`config.mk`:
```
export PLATFORM = sky130hd
export DESIGN_NAME = control_pipe
export DESIGN_NICKNAME = d
export VERILOG_FILES = /design/src/rtl/control_pipe.sv
export SDC_FILE = /design/constraint.sdc
export NUM_CORES = 1
export LEC_CHECK = 0
export ABC_AREA = 0
export CAP_MARGIN = 40
export CORE_MARGIN = 5
export CORE_UTILIZATION = 46
export DETAILED_ROUTE_END_ITERATION = 8
export PLACE_DENSITY = 0.93
export SYNTH_ARGS = -nofsm -noshare
export SYNTH_HDL_FRONTEND = slang
export SYNTH_SLANG_ARGS = --single-unit
```
`constraint.sdc`:
```
create_clock -name clk_i -period 5.85 [get_ports clk_i]
set_input_delay 0.8775 -clock clk_i [delete_from_list [all_inputs] [get_ports clk_i]]
set_output_delay 0.8775 -clock clk_i [all_outputs]
set_load 0.02 [all_outputs]
```
`src/rtl/control_pipe.sv`:
```
// Control path of a 5-stage in-order pipeline: ID decode, load-use hazard
// detection, and the ID/EX, EX/MEM and MEM/WB control registers.
module control_pipe #(
  parameter int unsigned ADDR_W = 5,
  parameter int unsigned CNT_W  = 16
) (
  input  logic              clk_i,
  input  logic              rst_i,
  input  logic [6:0]        op_i,
  input  logic              noop_i,
  input  logic              flush_i,
  input  logic [ADDR_W-1:0] rs1_i,
  input  logic [ADDR_W-1:0] rs2_i,
  input  logic [ADDR_W-1:0] rd_i,
  output logic              id_branch_o,
  output logic              id_jump_o,
  output logic              stall_o,
  output logic [1:0]        ex_aluop_o,
  output logic              ex_alusrc_o,
  output logic              ex_memread_o,
  output logic [ADDR_W-1:0] ex_rd_o,
  output logic              mem_memread_o,
  output logic              mem_memwrite_o,
  output logic              mem_memtoreg_o,
  output logic              mem_regwrite_o,
  output logic [ADDR_W-1:0] mem_rd_o,
  output logic              wb_memtoreg_o,
  output logic              wb_regwrite_o,
  output logic [ADDR_W-1:0] wb_rd_o,
  output logic [CNT_W-1:0]  bubble_cnt_o
);

  localparam logic [6:0] OP_R     = 7'b0110011;
  localparam logic [6:0] OP_IALU  = 7'b0010011;
  localparam logic [6:0] OP_LOAD  = 7'b0000011;
  localparam logic [6:0] OP_STORE = 7'b0100011;
  localparam logic [6:0] OP_BEQ   = 7'b1100011;
  localparam logic [6:0] OP_JAL   = 7'b1101111;

  typedef struct packed {
    logic [1:0] aluop;
    logic       alusrc;
    logic       memtoreg;
    logic       memread;
    logic       memwrite;
    logic       regwrite;
    logic       branch;
    logic       jump;
  } dec_t;

  typedef struct packed {
    logic [1:0] aluop;
    logic       alusrc;
    logic       memtoreg;
    logic       memread;
    logic       memwrite;
    logic       regwrite;
  } ex_ctrl_t;

  dec_t              dec;
  logic              use_rs1;
  logic              use_rs2;
  logic              bubble;
  ex_ctrl_t          ex_d;
  logic [ADDR_W-1:0] ex_rd_d;

  ex_ctrl_t          ex_q;
  logic [ADDR_W-1:0] ex_rd_q;
  logic              mem_memread_q;
  logic              mem_memwrite_q;
  logic              mem_memtoreg_q;
  logic              mem_regwrite_q;
  logic [ADDR_W-1:0] mem_rd_q;
  logic              wb_memtoreg_q;
  logic              wb_regwrite_q;
  logic [ADDR_W-1:0] wb_rd_q;
  logic [CNT_W-1:0]  bubble_cnt_q;

  // Opcode decode; source-register usage depends only on the opcode.
  always_comb begin
    dec     = '0;
    use_rs1 = 1'b0;
    use_rs2 = 1'b0;
    case (op_i)
      OP_R: begin
        dec     = '{aluop: 2'b10, alusrc: 1'b0, memtoreg: 1'b0, memread: 1'b0,
                    memwrite: 1'b0, regwrite: 1'b1, branch: 1'b0, jump: 1'b0};
        use_rs1 = 1'b1;
        use_rs2 = 1'b1;
      end
      OP_IALU: begin
        dec     = '{aluop: 2'b11, alusrc: 1'b1, memtoreg: 1'b0, memread: 1'b0,
                    memwrite: 1'b0, regwrite: 1'b1, branch: 1'b0, jump: 1'b0};
        use_rs1 = 1'b1;
      end
      OP_LOAD: begin
        dec     = '{aluop: 2'b00, alusrc: 1'b1, memtoreg: 1'b1, memread: 1'b1,
                    memwrite: 1'b0, regwrite: 1'b1, branch: 1'b0, jump: 1'b0};
        use_rs1 = 1'b1;
      end
      OP_STORE: begin
        dec     = '{aluop: 2'b00, alusrc: 1'b1, memtoreg: 1'b0, memread: 1'b0,
                    memwrite: 1'b1, regwrite: 1'b0, branch: 1'b0, jump: 1'b0};
        use_rs1 = 1'b1;
        use_rs2 = 1'b1;
      end
      OP_BEQ: begin
        dec     = '{aluop: 2'b01, alusrc: 1'b0, memtoreg: 1'b0, memread: 1'b0,
                    memwrite: 1'b0, regwrite: 1'b0, branch: 1'b1, jump: 1'b0};
        use_rs1 = 1'b1;
        use_rs2 = 1'b1;
      end
      OP_JAL: begin
        dec     = '{aluop: 2'b00, alusrc: 1'b0, memtoreg: 1'b0, memread: 1'b0,
                    memwrite: 1'b0, regwrite: 1'b1, branch: 1'b0, jump: 1'b1};
      end
      default: dec = '0;
    endcase
    if (noop_i) begin
      dec = '0;
    end
  end

  // Load-use hazard; a squashed or bubble ID instruction never stalls.
  always_comb begin
    stall_o = ex_q.memread && (ex_rd_q != '0) && !noop_i && !flush_i &&
              ((use_rs1 && (rs1_i == ex_rd_q)) || (use_rs2 && (rs2_i == ex_rd_q)));
    bubble      = noop_i | flush_i | stall_o;
    id_branch_o = dec.branch & ~stall_o & ~flush_i;
    id_jump_o   = dec.jump & ~stall_o & ~flush_i;
  end

  // Next ID/EX contents: decoded control or an all-zero bubble.
  always_comb begin
    ex_d    = '0;
    ex_rd_d = '0;
    if (!bubble) begin
      ex_d = '{aluop: dec.aluop, alusrc: dec.alusrc, memtoreg: dec.memtoreg,
               memread: dec.memread, memwrite: dec.memwrite, regwrite: dec.regwrite};
      ex_rd_d = dec.regwrite ? rd_i : '0;
    end
  end

  always_ff @(posedge clk_i or negedge rst_i) begin
    if (!rst_i) begin
      ex_q           <= '0;
      ex_rd_q        <= '0;
      mem_memread_q  <= 1'b0;
      mem_memwrite_q <= 1'b0;
      mem_memtoreg_q <= 1'b0;
      mem_regwrite_q <= 1'b0;
      mem_rd_q       <= '0;
      wb_memtoreg_q  <= 1'b0;
      wb_regwrite_q  <= 1'b0;
      wb_rd_q        <= '0;
    end else begin
      ex_q           <= ex_d;
      ex_rd_q        <= ex_rd_d;
      mem_memread_q  <= ex_q.memread;
      mem_memwrite_q <= ex_q.memwrite;
      mem_memtoreg_q <= ex_q.memtoreg;
      mem_regwrite_q <= ex_q.regwrite;
      mem_rd_q       <= ex_rd_q;
      wb_memtoreg_q  <= mem_memtoreg_q;
      wb_regwrite_q  <= mem_regwrite_q;
      wb_rd_q        <= mem_rd_q;
    end
  end

  // Saturating bubble counter.
  always_ff @(posedge clk_i or negedge rst_i) begin
    if (!rst_i) begin
      bubble_cnt_q <= '0;
    end else if (bubble && (bubble_cnt_q != {CNT_W{1'b1}})) begin
      bubble_cnt_q <= bubble_cnt_q + CNT_W'(1);
    end
  end

  assign ex_aluop_o     = ex_q.aluop;
  assign ex_alusrc_o    = ex_q.alusrc;
  assign ex_memread_o   = ex_q.memread;
  assign ex_rd_o        = ex_rd_q;
  assign mem_memread_o  = mem_memread_q;
  assign mem_memwrite_o = mem_memwrite_q;
  assign mem_memtoreg_o = mem_memtoreg_q;
  assign mem_regwrite_o = mem_regwrite_q;
  assign mem_rd_o       = mem_rd_q;
  assign wb_memtoreg_o  = wb_memtoreg_q;
  assign wb_regwrite_o  = wb_regwrite_q;
  assign wb_rd_o        = wb_rd_q;
  assign bubble_cnt_o   = bubble_cnt_q;

endmodule

```
# Word level (Yosys, flattened, before mapping)
# Index checks and enable logic that the tools add are counted.
[classes] n_addsub=1 eq_ne=9 muxes=7 bitwise_logic=8 reduce_logical=13
[op_table] cell="$pmux W9 S6" count=1
[op_table] cell="$add A16 B1 Y16 const B" count=1
[op_table] cell="$ne A16 B16 Y1 const B" count=1
[op_table] cell="$eq A7 B6 Y1 const B" count=2
[op_table] cell="$eq A7 B7 Y1 const B" count=2
[op_table] cell="$eq A5 B5 Y1" count=2
[op_table] cell="$mux W5" count=2
[op_table] cell="$mux W9" count=1
[op_table] cell="$eq A7 B2 Y1 const B" count=1
[op_table] cell="$eq A7 B5 Y1 const B" count=1
[op_table] cell="$logic_and A1 B1 Y1" count=7
[op_table] cell="$mux W7" count=1
[op_table] cell="$reduce_bool A5 Y1" count=1
[op_table] cell="$reduce_or A5 Y1" count=1
[op_table] cell="$and A1 B1 Y1" count=4
[op_table] cell="$reduce_or A3 Y1" count=1
[op_table] cell="$logic_not A1 Y1" count=2
[op_table] cell="$mux W1" count=2
[op_table] cell="$not A1 Y1" count=2
[op_table] cell="$or A1 B1 Y1" count=2
[op_table] cell="$logic_or A1 B1 Y1" count=1
[word_totals] ff_bits=44 in_bits=26 output_inout_bits=44 elab_cells=54

# Longest topological paths before layout
# Gate-level depths: netlist of run 1.
[logic_depth] ltp_word=9 mapped_depth=8 ltp_nobuf=7

# Least setup slack after synthesis of run 1
# No wires, ideal clock.
[synth_timing] path_type="input -> output" startpoint="in rs1_i[3]" endpoint="out id_branch_o" arrival_time_ns=1.980 required_time_ns=4.973 path_slack_ns=2.993 path_stages=6 n_path_buf=0 cell_sequence="xor2_1 nor4_2 a2bb2oi_2 nor2_4 nor4_1 and3_1"
[synth_between] elab_chain_len=7
[synth_rtl] element="start, declared" line="12" source="input logic [ADDR_W-1:0] rs1_i,"
[synth_rtl] element="$eq A5 B5 Y1" line="127" source="((use_rs1 && (rs1_i == ex_rd_q)) || (use_rs2 && (rs2_i == ex_rd_q)));"
[synth_rtl] element="$logic_and A1 B1 Y1" line="127"
[synth_rtl] element="$logic_or A1 B1 Y1" line="127"
[synth_rtl] element="$logic_and A1 B1 Y1" line="126" source="stall_o = ex_q.memread && (ex_rd_q != '0) && !noop_i && !flush_i &&"
[synth_rtl] element="via stall_o" line="17" source="output logic stall_o,"
[synth_rtl] element="$not A1 Y1" line="129" source="id_branch_o = dec.branch & ~stall_o & ~flush_i;"
[synth_rtl] element="$and A1 B1 Y1 (2 in a row)" line="129"
[synth_rtl] element="end, declared" line="15" source="output logic id_branch_o,"
# The timed path passes the listed nets, and every way through them passes these cells.

# Worst setup path after layout of run 1
[layout_timing] startpoint="in op_i[4]" endpoint="out id_branch_o"
[layout_between] elab_chain_len=9 elab_cells_between_ends=19 classes_between="eq/ne (6); mux (4); bitwise (3); reduce/logical (6)"
[layout_rtl] element="start, declared" line="9" source="input logic [6:0] op_i,"
[layout_rtl] element="$eq A7 B7 Y1, or another cell as far along" line="84" source="case (op_i)"
[layout_rtl] element="$reduce_or A5 Y1 (no line) / $reduce_or A3 Y1 (equally long branches)"
[layout_rtl] element="$mux W1" line="84"
[layout_rtl] element="$logic_and A1 B1 Y1" line="127"
[layout_rtl] element="$logic_or A1 B1 Y1" line="127"
[layout_rtl] element="$logic_and A1 B1 Y1" line="126"
[layout_rtl] element="$not A1 Y1" line="129"
[layout_rtl] element="$and A1 B1 Y1 (*) (2 in a row)" line="129"
# Mark *: on every way between the ends. The rest lies on a longest branch, timed or not.

==> impl_metrics.py, run 1 <==
metrics = {
    "finish": {
        "diodes": 0,
        "fin_area_sq_um": 2678,
        "fillers": 273,
        "layout.nets": 249,
        "drive_above_1_share_pct": 10.31,
        "synthToLayoutAreaGrowth_pct": 49.03,
    },
    "synth": {
        "ys_warn_count": 0,
        "synth_cell_types": 36,
        "synthCells": 149,
        "netlist_area_sq_um": 1797,
        "synthTopCellsByCount": "dfrtp_1, nor2_1, xor2_1",
        "ys.flop_type": "dfrtp_1",
        "synth-seq-cells": 42,
        "async_reset_ff_share_pct": 100.0,
        "syn_nets": 176,
        "synth_area_per_cell_sq_um": 12.06,
        "yosysMostFrequentCell": "dfrtp_1",
        "synth-edff-count": 0,
        "ys_seq_area_share_pct": 58.50,
        "yosysTopAreaCellShare_pct": 58.50,
        "synth_area_leaders": "dfrtp_1, xor2_1, xnor2_1",
        "synth_area_leader_cell": "dfrtp_1",
    },
    "global_routing": {
        "grt_pass1_wl_um": 6768,
        "grt_max_degree": 39,
        "antenna_found_initial": 0,
        "grt_util_all_layers_pct": 17.06,
        "overflow": 0,
        "grt_pass1_vias": 1436,
    },
    "timing": {
        "max_slew_margin_pct": 59.14,
        "worst_slew_pin_slew_ns": 0.6083,
        "finalHoldViolCount": 0,
        "fin_crit_sh_pct": 68.40,
        "setup_viol_count_final": 0,
        "rsz0062_at_grt": "false",
        "setup_tns_ns": 0,
        "fmax_ghz": 0.2499,
        "skew_ns": 0.006782,
        "finalCriticalPeriod_ns": 4.002,
        "slew_violations": 0,
    },
    "detailed_routing": {
        "dr.pass1.iters": 4,
        "drtIter0Drc": 91,
        "wl_per_cell_um": 15.39,
        "ant_nets": 0,
        "wirelength_um": 4171,
        "num_vias": 1396,
        "drc": 0,
        "viasPerCell": 5.151,
    },
    "cts": {
        "cts.sinks": 42,
        "cts_tree": "done",
        "clkTransAtPathRegs_ns": 0.08,
        "cts-resized-gates": 0,
        "clkLatencyLatePin_ns": 0.30,
        "post_cts_buffers": 0,
        "cts-htree-levels": 2,
        "clock_tree.buffer_depth": 2,
        "cts_hold_buf": 0,
        "cts_root_buffer": "clkbuf_8",
        "cts_made_buffers": 5,
    },
    "critical_path": {
        "critical_path_required_ns": 4.97,
        "cpMaxStageDelayCell": "clkdlybuf4s50_1",
        "cp.arrival_ns": 3.12,
        "path_cells": "clkdlybuf4s50_1 -> nand2b_1 -> a21oi_1 -> a2bb2oi_2 -> nor2_4 -> nor4_1 -> and3_1 -> clkdlybuf4s50_1",
        "crit_top_cell": "clkdlybuf4s50_1",
        "critPathMaxStageDelay_ns": 0.61,
        "critPathCaptureType": "output pin",
        "cp-start-kind": "input port",
        "criticalPathCategory": "in -> out",
        "critical_path.max_fanout": 7,
    },
    "power_and_ir_drop": {
        "irDropWorstVdd_v": 0.0001852,
        "leakage_nw": 1.119,
        "power_density_nw_per_um2": 326.4,
    },
    "floorplan": {
        "die_x_um": 72.50,
        "start_util_pct": 48.35,
        "core.rowCount": 22,
        "io_pins": 70,
        "fp.coreArea_sq_um": 3716,
        "die-area_sq_um": 5256,
        "die_h_um": 72.50,
    },
    "min_path": {
        "hold_path_class": "reg -> reg",
    },
    "placed_design": {
        "dpl.hpwl_um": 3239,
        "gp_congestion": 0.7835,
        "portBuffers": 69,
        "dpl_cell_area_sq_um": 2535,
    },
    "run_status": {
        "status": "finished, final reports clean",
    },
    "run": {
        "drv_cap": 0,
    },
}
[report_power, final]
part / internal [mW] / leakage (nW) / switching, mW / total [mW]
combinational: 0.115 / 0.495 / 0.111 / 0.225
clock: 0.182 / 0.0714 / 0.0980 / 0.280
sequential: 0.325 / 0.553 / 0.0433 / 0.369
total: 0.622 / 1.12 / 0.252 / 0.874
[metrics by stage]
| step | hold WS [ns] | worst slack (ns) | total power [mW] | util (%) | cells |
|---|---|---|---|---|---|
| after floorplan | 0.3312 | 2.993 | 0.4844 | - | 149 |
| after global placement | 0.3327 | 1.905 | 0.5930 | 67.68 | 262 |
| after detailed placement | 0.3484 | 1.838 | 0.6014 | 68.22 | 263 |
| after CTS | 0.3669 | 1.835 | 0.8827 | 72.05 | 271 |
| after global routing | 0.3730 | 1.702 | 0.9156 | 72.05 | 271 |
| final | 0.3588 | 1.848 | 0.8740 | 72.05 | 271 |
[flip-flops by register name, summed over array words and instances (netlist names), 2 cells and up]
| signal | flops |
|---|---|
| ex_q | 2 |
| ex_rd_o | 5 |
| ex_aluop_o | 2 |
| mem_rd_o | 5 |
| bubble_cnt_o | 16 |
| wb_rd_o | 5 |
[layout by cell type, fill, tap and decap left out, types with 2 or more instances in the layout]
| cell type | Yosys | layout |
|---|---|---|
| and2_1 | 5 | 5 |
| nand4_1 | 4 | 4 |
| nor2_1 | 11 | 11 |
| a21oi_1 | 5 | 5 |
| clkbuf_8 | 0 | 6 |
| xor2_1 | 11 | 11 |
| mux2_2 | 2 | 2 |
| clkdlybuf4s50_1 | 0 | 68 |
| xnor2_1 | 10 | 10 |
| and3_1 | 3 | 3 |
| nor3_1 | 4 | 4 |
| nor2b_1 | 3 | 3 |
| nand3_1 | 10 | 10 |
| dfrtp_1 | 42 | 42 |
| nor4_1 | 5 | 5 |
| nand2_1 | 8 | 8 |
| bufinv_16 | 0 | 2 |
| inv_1 | 3 | 3 |
[cell type report]
type / instances / area [sq um] / area share, %
Sequential cell: 42 / 1051 / 39.25
Multi-Input combinational cell: 100 / 706.9 / 26.40
Timing Repair Buffer: 70 / 705.7 / 26.36
Clock buffer: 6 / 82.58 / 3.084
Clock inverter: 2 / 60.06 / 2.243
Tap cell: 48 / 60.06 / 2.243
Inverter: 3 / 11.26 / 0.4206
[cells by family (layout without fill, tap and decap cells)]
| logic type | count (synthesis) | count (layout) | share of synthesized area, % |
|---|---|---|---|
| fa+ha+maj | 1 | 1 | 0.6963 |
| simple gates | 61 | 61 | 19.57 |
| flops | 42 | 42 | 58.50 |
| mux | 2 | 2 | 1.253 |
| xor+xnor | 21 | 21 | 10.24 |
| buf+inv | 7 | 81 | 2.158 |
| compound gates | 15 | 15 | 7.591 |
[final timing paths]
| check | from | depth (start not counted) | endpoint | slack [ns] |
|---|---|---|---|---|
| min | ex_q[0]$_DFF_PN0_ | 0 | mem_regwrite_o$_DFF_PN0_ | 0.36 |
| max reg2reg | bubble_cnt_o[0]$_DFFE_PN0P_ | 6 | bubble_cnt_o[1]$_DFFE_PN0P_ | 3.45 |
| max | op_i[4] | 8 | id_branch_o | 1.85 |
| min reg2reg | ex_q[0]$_DFF_PN0_ | 0 | mem_regwrite_o$_DFF_PN0_ | 0.36 |
| min in group asynchronous | rst_i | 1 | ex_rd_o[3]$_DFF_PN0_ | 0.39 |
| max in group asynchronous | rst_i | 2 | bubble_cnt_o[6]$_DFFE_PN0P_ | 5.05 |
[worst max-delay path, delay by kind of cell]
kind / cells / cell delay, ns
buf+inv: 2 / 1.21
simple gates: 4 / 0.68
compound gates: 2 / 0.36
[routing by layer]
metal | global-route usage (%) | wire [um] | up-vias
met5 | 0 | 0 | -
met4 | 9.426 | 132 | 0
met3 | 2.355 | 210 | 12
met2 | 29.42 | 2156 | 45
met1 | 20.43 | 1671 | 672
li1 | - | - | 667
No activity file was read; power rests on OpenSTA's default activity.
==> run 2: changes to the inputs <==
--- a/config.mk
+++ b/config.mk
@@ -8,9 +8,9 @@
 export ABC_AREA = 0
 export CAP_MARGIN = 40
 export CORE_MARGIN = 5
-export CORE_UTILIZATION = 46
+export CORE_UTILIZATION = 39
 export DETAILED_ROUTE_END_ITERATION = 8
-export PLACE_DENSITY = 0.93
+export PLACE_DENSITY = 0.85
 export SYNTH_ARGS = -nofsm -noshare
 export SYNTH_HDL_FRONTEND = slang
 export SYNTH_SLANG_ARGS = --single-unit
==> constraint.sdc (replaced) <==
create_clock -name clk_i -period 3.2 [get_ports clk_i]
set_input_delay 0.48 -clock clk_i [delete_from_list [all_inputs] [get_ports clk_i]]
set_output_delay 0.48 -clock clk_i [all_outputs]
set_load 0.02 [all_outputs]
==> impl_metrics.py, run 2 (synthesis results as in run 1) <==
metrics = {
    "timing": {
        "skew_ns": 0.003210,
        "rsz0062_at_grt": "false",
        "max_slew_margin_pct": 51.76,
        "finalCriticalPeriod_ns": 2.954,
        "slew_violations": 0,
        "setup_viol_count_final": 0,
        "fin_crit_sh_pct": 92.31,
        "setup_tns_ns": 0,
        "fmax_ghz": 0.3385,
        "worst_slew_pin_slew_ns": 0.7181,
        "finalHoldViolCount": 0,
    },
    "global_routing": {
        "grt_pass1_wl_um": 7010,
        "overflow": 0,
        "grt_max_degree": 25,
        "met1_usage_pct": 19.05,
        "globalRouteMet2Util_pct": 23.54,
        "grt_util_all_layers_pct": 14.72,
        "grt_use_met3_pct": 4.167,
        "antenna_found_initial": 0,
        "grt_pass1_vias": 1373,
        "grt-busiest-layer": "met2",
    },
    "cts": {
        "clock_tree.buffer_depth": 2,
        "cts_tree": "done",
        "cts.sinks": 42,
        "cts-htree-levels": 2,
        "clkTransAtPathRegs_ns": 0.08,
        "post_cts_buffers": 0,
        "cts_made_buffers": 5,
        "cts_root_buffer": "clkbuf_8",
        "clkLatencyLatePin_ns": 0.29,
    },
    "min_path": {
        "hold_path_class": "in -> async",
    },
    "placed_design": {
        "dpl.hpwl_um": 3373,
        "portBuffers": 69,
        "dp_cells": 269,
        "gp_congestion": 0.7925,
    },
    "run_status": {
        "status": "finished, final reports clean",
    },
    "detailed_routing": {
        "num_vias": 1375,
        "wl_per_cell_um": 15.43,
        "viasPerCell": 4.964,
        "wirelength_um": 4274,
        "dr.pass1.iters": 4,
        "drtIter0Drc": 22,
        "ant_nets": 0,
        "drc": 0,
    },
    "critical_path": {
        "critPathMaxStageDelay_ns": 0.64,
        "cp.arrival_ns": 2.47,
        "critPathCaptureType": "output pin",
        "criticalPathCategory": "reg -> out",
        "timing.rr.start": "bubble_cnt_o[0]$_DFFE_PN0P_",
        "r2r-end": "bubble_cnt_o[1]$_DFFE_PN0P_",
        "r2r_slack_ns": 0.75,
        "critical_path.max_fanout": 5,
        "reg2reg_depth": 6,
        "path_cells": "or4_4 -> o2111ai_4 -> nor2_4 -> nor3_1 -> clkdlybuf4s50_1",
        "critical_path_required_ns": 2.72,
        "cpMaxStageDelayCell": "clkdlybuf4s50_1",
        "cp-start-kind": "flop",
    },
    "run": {
        "drv_cap": 0,
    },
    "finish": {
        "final_util_pct": 60.18,
        "layout_common_cells": "clkdlybuf4s50_1, dfrtp_1, xor2_1, nor2_1",
        "drive_above_1_share_pct": 10.67,
        "synthToLayoutAreaGrowth_pct": 47.84,
        "fillers": 375,
        "layout.nets": 251,
        "largest_reg_flops": 16,
        "diodes": 0,
        "layoutNonFillerInstCount": 277,
        "final_common_cell": "clkdlybuf4s50_1",
    },
    "power_and_ir_drop": {
        "leakage_nw": 1.128,
        "irDropWorstVdd_v": 0.0002813,
        "power_density_nw_per_um2": 542.6,
    },
    "floorplan": {
        "core.rowCount": 24,
        "fp.coreArea_sq_um": 4414,
        "start_util_pct": 40.70,
        "die_h_um": 77.88,
        "io_pins": 70,
        "die-area_sq_um": 6065,
        "die_x_um": 77.88,
    },
}
-- run 2: cell types whose count changed in the layout (fill, tap and decap cells not counted), sizes merged --
| cell | previous run | this run |
|---|---|---|
| bufinv | 2 | 0 |
| buf | 2 | 4 |
| dlymetal6s2s | 0 | 1 |
| clkdlybuf4s50 | 68 | 67 |
| clkinv | 0 | 1 |
| clkbuf | 6 | 7 |
-- run 2: layout make-up --
cell class | instances | area (sq um) | share of cell area [%]
well taps | 52 | 65.06 | 2.449
repair buffers | 72 | 730.7 | 27.51
multi-input cells | 100 | 706.9 | 26.61
inverters | 3 | 11.26 | 0.4239
clock buffers | 7 | 86.33 | 3.250
clock inverters | 1 | 5.005 | 0.1884
flip-flops and latches | 42 | 1051 | 39.57
-- run 2: what timing repair did --
action                                  CTS  global route
hold buffers                              0             0
gates resized for setup                   0             1
endpoints found under the setup margin    0             1
-- run 2: per-layer routing --
layer	vias to the layer above	routed length, um
met3	2	274
met4	0	26
met1	659	1819
met2	45	2154
li1	669	-
met5	-	0
-- run 2: critical path: cells and delay by family, from the launching register on --
| kind | cells | cell delay [ns] |
|---|---|---|
| AND/OR/NAND/NOR | 3 | 0.84 |
| flip-flops | 1 | 0.46 |
| AO/OA/AOI/OAI | 1 | 0.25 |
| buffers and inverters | 1 | 0.64 |
-- run 2: worst max path at each step --
stage / from / to / slack (ns) / cells past startpoint
after floorplan: ex_rd_o[1]$_DFF_PN0_ / id_jump_o / 0.81 / 4
after global placement: op_i[6] / id_branch_o / 0.17 / 8
after detailed placement: op_i[6] / id_branch_o / 0.09 / 8
after CTS: ex_rd_o[1]$_DFF_PN0_ / id_branch_o / 0.02 / 6
after global routing: ex_rd_o[1]$_DFF_PN0_ / id_jump_o / 0.11 / 5
final: ex_rd_o[1]$_DFF_PN0_ / id_jump_o / 0.25 / 5
-- run 2: through the flow --
step / power [mW] / hold WS, ns / setup slack (ns) / area [sq um]
detailed placement: 1.111 / 0.3364 / 0.09192 / 2562
CTS: 1.459 / 0.1506 / 0.02310 / 2654
finish: 1.441 / 0.1414 / 0.2460 / 2656
global placement: 1.087 / 0.3317 / 0.1675 / 2535
floorplan: 0.8856 / 0.1844 / 0.8136 / 1797
global route: 1.518 / 0.1668 / 0.1103 / 2656
-- run 2: power breakdown --
group / total, mW / internal (mW) / switching (mW)
Sequential: 0.675 / 0.595 / 0.0795
Clock: 0.348 / 0.174 / 0.173
Combinational: 0.419 / 0.212 / 0.207
